File: config.mk
export PLATFORM = sky130hd
export DESIGN_NAME = double_tokens_flat
export DESIGN_NICKNAME = d
export VERILOG_FILES = /design/src/rtl/double_tokens_if.sv /design/src/rtl/double_tokens.sv /design/src/flat_wrapper.sv
export SDC_FILE = /design/constraint.sdc
export NUM_CORES = 1
export LEC_CHECK = 0
export BUFFER_PORTS_ARGS = -buffer_cell sky130_fd_sc_hd__buf_4
export CAP_MARGIN = 5
export CORE_AREA = 4 4 41 43
export CTS_BUF_LIST = sky130_fd_sc_hd__clkbuf_16
export DETAILED_ROUTE_END_ITERATION = 8
export DIE_AREA = 0 0 45 47
export GPL_TIMING_DRIVEN = 0
export MAX_ROUTING_LAYER = met4
export PLACE_DENSITY = 0.53
export SETUP_SLACK_MARGIN = 0.05
export SYNTH_ARGS = -nofsm -noshare
export SYNTH_HDL_FRONTEND = slang
export SYNTH_SLANG_ARGS = --single-unit
export TNS_END_PERCENT = 10
File: constraint.sdc
create_clock -name clk -period 2.9 [get_ports clk]
set_input_delay 0.29 -clock clk [delete_from_list [all_inputs] [get_ports clk]]
set_output_delay 0.29 -clock clk [all_outputs]
set_load 0.005 [all_outputs]
File: src/rtl/double_tokens_if.sv
// Token-stream bundle for double_tokens: the producer drives a, the multiplier
// returns b plus its pending/overflow status.
interface double_tokens_if #(
    parameter int unsigned PENDING_W = 4
);
    logic                 a;
    logic                 b;
    logic                 busy;
    logic [PENDING_W-1:0] pending;
    logic                 overflow;

    modport master (output a, input b, busy, pending, overflow);
    modport slave  (input a, output b, busy, pending, overflow);
endinterface

File: src/rtl/double_tokens.sv
// Serial token multiplier: each '1' on a becomes FACTOR '1's on b, at most one
// per cycle, with surplus tokens held in a saturating pending counter.
module double_tokens #(
    parameter int unsigned FACTOR    = 2,
    parameter int unsigned PENDING_W = 4
) (
    input  logic           clk,
    input  logic           rst,
    double_tokens_if.slave tok
);
    localparam int unsigned MAX_P = (2 ** PENDING_W) - 1;
    localparam int unsigned SUM_W = PENDING_W + 2;

    logic [PENDING_W-1:0] p_q, p_d;
    logic                 ovf_q, ovf_d;
    logic                 b_c;
    logic [SUM_W-1:0]     sum_c;

    // b is Mealy on a so the first token of each input goes out with no latency
    always_comb begin
        p_d   = p_q;
        ovf_d = ovf_q;
        b_c   = ~rst & (tok.a | (p_q != '0));
        sum_c = SUM_W'(p_q)
              + (tok.a ? SUM_W'(FACTOR) : SUM_W'(0))
              - (b_c   ? SUM_W'(1)      : SUM_W'(0));
        if (sum_c > SUM_W'(MAX_P)) begin
            p_d   = PENDING_W'(MAX_P);
            ovf_d = 1'b1;
        end else begin
            p_d   = sum_c[PENDING_W-1:0];
        end
    end

    always_ff @(posedge clk) begin
        if (rst) begin
            p_q   <= '0;
            ovf_q <= 1'b0;
        end else begin
            p_q   <= p_d;
            ovf_q <= ovf_d;
        end
    end

    assign tok.b        = b_c;
    assign tok.busy     = (p_q != '0);
    assign tok.pending  = p_q;
    assign tok.overflow = ovf_q;
endmodule

File: src/flat_wrapper.sv
// flat-port wrapper written by rule: the top's interface ports become plain ports
module double_tokens_flat 
#(
    parameter int unsigned FACTOR    = 2,
    parameter int unsigned PENDING_W = 4
)
  (clk, rst, tok_a, tok_b, tok_busy, tok_pending, tok_overflow);
  double_tokens_if #(.PENDING_W(PENDING_W)) tok_i ();
  input  logic clk;
  input  logic rst;
  input wire logic [$bits(tok_i.a)-1:0] tok_a;
  output wire logic [$bits(tok_i.b)-1:0] tok_b;
  output wire logic [$bits(tok_i.busy)-1:0] tok_busy;
  output wire logic [$bits(tok_i.pending)-1:0] tok_pending;
  output wire logic [$bits(tok_i.overflow)-1:0] tok_overflow;
  assign tok_i.a = tok_a;
  assign tok_b = tok_i.b;
  assign tok_busy = tok_i.busy;
  assign tok_pending = tok_i.pending;
  assign tok_overflow = tok_i.overflow;
  double_tokens #(.FACTOR(FACTOR), .PENDING_W(PENDING_W)) u_core (.clk(clk), .rst(rst), .tok(tok_i));
endmodule
==> metrics.txt, run 1 <==
outcome=finished clean; period utilization=0.835; via/cell ratio=4.54; Hold Crit Class=in -> reg; drt wl/cell=~10 um; post-synthesis mux area share=0; Synth Area in Compound Gates=0.153; die area=0.00212 mm^2; RSZ-0062 raised after global routing=no; Synth Area in XOR/XNOR=0; Post-Syn Area=359 um^2; fraction of the yosys area taken by sequential cells=0.279; hold_buf cts=0; Final setup viols=0; diode count=0; share of cells above drive strength 1=0.264; Leakage=about 0.27 nW; Synth Register Bits=5; GRT Util Overall=0.0793; slew margin rel.=0.620; cts bufs inserted=3; Post-Synth Simple-Gate Area=0.174; number of port buffers=9; Detailed Routing Iterations Pass 1=2; max-cap check violation count=0; Cells after Synth=40; largest fanout on the critical path=5; Clock transition at path regs=~0.030 ns; crit path time final=2.42 ns; Final Max Tran Viols=0; syn nets=51; Adder-Cell Fraction of Synth Area=0.300; # DRC=0; post-CTS sizing=0; vias=309; chip height=approximately 47 um; fin util=0.403; 1st-iter DRT viols=4; Die Width=45 um; clk buf depth=2; largest net degree at the start of global routing=7; pwr dens=1370 mW/mm^2; Crit. End Element=flip-flop; GPL Wtd Cong=0.724; clock sink count=5; first-pass GRT wire length=1160 um; crit start category=flip-flop; CTS tree=built; Synth cell types=15; Initial Util=0.276; antenna violations before repair=0; Clk Latency, worst-skew pair=0.22 ns; Mean Syn Cell Area=8.98 um^2; post-CTS setup buffers=0; io pins=10; worst setup path class=reg -> reg; crit path DAT=2.49 ns; Worst VDD drop=0.493 mV; yosys warns=0; fmax=0.413 GHz; total congestion overflow=0; vias in the first global route=266; final hold violations=0; Nets=65; final wirelength=704 um; clk_skew=0.000645 ns; num rows=13; core area=between 0.001 and 0.0015 mm^2; worst slew pin tran=0.565 ns; Sum Neg Setup Slack=0 ns; largest family of logic cells by synthesized area=adder cells; area delta synth->final=46.0%; DP HPWL=578 um; Req. time, crit path=between 2 and 3 ns; DRT antenna net count=0; Clock Tree Root=clkbuf_16; Clock H-tree levels=1
where the power goes:
group	internal, mW	switching, mW
clock	0.178	0.0413
sequential	0.106	0.0312
combinational	0.189	0.175
per-layer routing:
metal  vias to the layer above  global-route usage  part of all wire
li1                        164                   -                 -
met1                       139               0.103              0.51
met2                         6               0.113              0.43
met3                         0              0.0230             0.058
met4                         0              0.0351                 0
met5                         -                   -                 0
path summary, 6_finish.rpt:
| check | from | to | slack [ns] | cells after the start |
|---|---|---|---|---|
| min reg2reg | u_core.tok.overflow$_SDFFE_PP0N_ | u_core.tok.overflow$_SDFFE_PP0N_ | 0.53 | 2 |
| max reg2reg | u_core.tok.pending[2]$_SDFF_PP0_ | u_core.tok.pending[0]$_SDFF_PP0_ | 0.48 | 9 |
| min | rst | u_core.tok.pending[1]$_SDFF_PP0_ | 0.28 | 2 |
| max | u_core.tok.pending[2]$_SDFF_PP0_ | u_core.tok.pending[0]$_SDFF_PP0_ | 0.48 | 9 |
Yosys cell counts:
cell type  number  area [um^2]
a31oi_1         4         25.0
dfxtp_1         5          100
o31ai_1         1         7.51
nand2_1         2         7.51
or4_4           1         11.3
fa_1            1         20.0
and3b_1         1         8.76
ha_1            7         87.6
inv_1           9         33.8
o21ai_0         1         5.00
a41oi_1         2         17.5
nor2_1          3         11.3
nand3b_1        1         7.51
and2b_4         1         10.0
and2_1          1         6.26
cell usage in the layout (no fill, tap or decap), types with 2 or more instances in the layout:
master / n
ha_1: 7
dfxtp_1: 5
a41oi_1: 2
buf_4: 9
nand2_1: 2
clkbuf_16: 3
a31oi_1: 4
nor2_1: 3
inv_1: 10
final cells by class:
class / instances / area, um^2
clock buffers: 3 / 75.1
clock inverters: 1 / 3.75
fillers: 151 / 777
inverters: 9 / 33.8
multi-input cells: 26 / 225
flip-flops and latches: 5 / 100
well taps: 15 / 18.8
repair buffers: 9 / 67.6
registers in the layout (all words and copies together) (netlist names):
| register | flops |
|---|---|
| u_core.tok.pending | 4 |
| u_core.tok.overflow | 1 |
critical path, stage by stage, from the launching register on:
cell     delay, ns
dfxtp_1       0.40
inv_1         0.11
ha_1          0.23
a31oi_1       0.24
ha_1          0.18
inv_1         0.04
ha_1          0.18
and3b_1       0.19
o31ai_1       0.51
a41oi_1       0.19
stage by stage:
| step | power, mW | cell area (um^2) | hold slack [ns] | std cells | setup slack, ns |
|---|---|---|---|---|---|
| final | 0.720 | 524 | 0.277 | 68 | 0.479 |
| after global routing | 0.794 | 524 | 0.285 | 68 | 0.230 |
| after global placement | 0.504 | 445 | 0.505 | 64 | 0.455 |
| after floorplan | 0.378 | 359 | 0.359 | 40 | 0.648 |
| after detailed placement | 0.504 | 445 | 0.507 | 64 | 0.461 |
| after CTS | 0.732 | 524 | 0.275 | 68 | 0.454 |
cells by family after synthesis:
logic type / after synthesis
fa+ha+maj: 8
simple gates: 10
flops: 5
buf+inv: 9
compound gates: 8
(Power assumes the default switching activity.)
==> inputs of run 2 (changes only) <==
==> constraint.sdc (replaced) <==
create_clock -name clk -period 2.36 [get_ports clk]
set_input_delay 0.236 -clock clk [delete_from_list [all_inputs] [get_ports clk]]
set_output_delay 0.236 -clock clk [all_outputs]
set_load 0.005 [all_outputs]
==> metrics.txt, run 2 (same netlist as run 1, synthesis figures left out) <==
Req. time, crit path=2.51 ns; Final Power=between 0.9 and 1 mW; fin cells=68; worst setup path class=reg -> reg; crit path DAT=2.34 ns; final wirelength=755 um; most common cell after layout, fill and taps aside=inv_1; Hold Crit Class=in -> reg; RSZ-0062 raised after global routing=no; Design Area, Final=568 um^2; Initial Util=0.276; crit start category=flip-flop; Leakage=around 0.27 nW; fillcell total=144; clock sink count=5; post-CTS setup buffers=0; share of cells above drive strength 1=0.396; clk buf depth=2; CTS tree=built; dpl cells=64; max-cap check violation count=0; Hold WS=0.228 ns; Die Width=45 um; largest fanout on the critical path=5; hold_buf cts=0; vias in the first global route=279; num rows=13; fmax=0.456 GHz; DP HPWL=578 um; Sum Neg Setup Slack=0 ns; core area=0.00130 mm^2; Nets=65; Clock transition at path regs=0.03 ns; io pins=10; GRT Util Overall=0.0818; Final setup viols=0; Clock Tree Root=clkbuf_16; antenna violations before repair=0; period utilization=0.929; drt wl/cell=11.1 um; Worst VDD drop=0.606 mV; Crit. End Element=flip-flop; diode count=0; die area=0.00212 mm^2; 1st-iter DRT viols=5; Clock H-tree levels=1; Clk Latency, worst-skew pair=roughly 0.22 ns; outcome=finished clean; first-pass GRT wire length=around 1200 um; clk_skew=0.000365 ns; cts bufs inserted=3; DP Area=445 um^2; final hold violations=0; area delta synth->final=58.2%; Detailed Routing Iterations Pass 1=3; via/cell ratio=4.59; number of port buffers=9; crit path time final=roughly 2.2 ns; # DRC=0; vias=312; pre-CTS setup slack=-0.0795 ns; slew margin rel.=0.775; final worst slack=0.168 ns; pwr dens=roughly 1700 mW/mm^2; chip height=47 um; Final Max Tran Viols=0; max FFs per register=4; total congestion overflow=0; DRT antenna net count=0; fin util=0.437; worst slew pin tran=0.338 ns; commonest non-fill, non-tap cells in the layout=inv_1, buf_4, ha_1; GPL Wtd Cong=0.724; largest net degree at the start of global routing=7
[run 2: layer usage]
metal / up-vias / wire [um] / global-route usage
met5: - / 0 / -
li1: 163 / - / -
met1: 143 / 376 / 0.103
met2: 6 / 337 / 0.121
met3: 0 / 41 / 0.0230
met4: 0 / 0 / 0.0351
[run 2: timing repair]
item                                    4_1_cts  5_1_grt
pin swaps                                     0        2
resized for setup                             4        4
endpoints found under the setup margin        5        5
[run 2: final timing paths]
path / start / to / slack [ns] / cells past startpoint
worst max-delay path: u_core.tok.pending[2]$_SDFF_PP0_ / u_core.tok.pending[0]$_SDFF_PP0_ / 0.17 / 9
worst min-delay path: rst / u_core.tok.pending[2]$_SDFF_PP0_ / 0.23 / 2
worst max register to register: u_core.tok.pending[2]$_SDFF_PP0_ / u_core.tok.pending[0]$_SDFF_PP0_ / 0.17 / 9
worst min register to register: u_core.tok.overflow$_SDFFE_PP0N_ / u_core.tok.overflow$_SDFFE_PP0N_ / 0.54 / 2
[run 2: critical path, stage by stage, from the launching register on]
cell and delay, ns:
dfxtp_2 0.36, inv_1 0.09, ha_1 0.23, a31oi_2 0.16, ha_1 0.17, inv_1 0.04
ha_1 0.18, and3b_1 0.21, or4_4 0.48, a41oi_2 0.19
[run 2: report_power, final]
group / internal (mW) / switching, mW / total, mW
logic: 0.265 / 0.264 / 0.529
registers: 0.134 / 0.0426 / 0.177
clock network: 0.219 / 0.0503 / 0.269
total: 0.618 / 0.357 / 0.975
[run 2: area by class of cell]
type                       count  area (um^2)  area share
timing repair buffer           9         67.6       0.119
clock buffer                   3         75.1       0.132
multi-input combinational     26          267       0.469
clock inverter                 1         3.75     0.00661
sequential                     5          103       0.181
tap                           15         18.8      0.0330
inverter                       9         33.8      0.0595
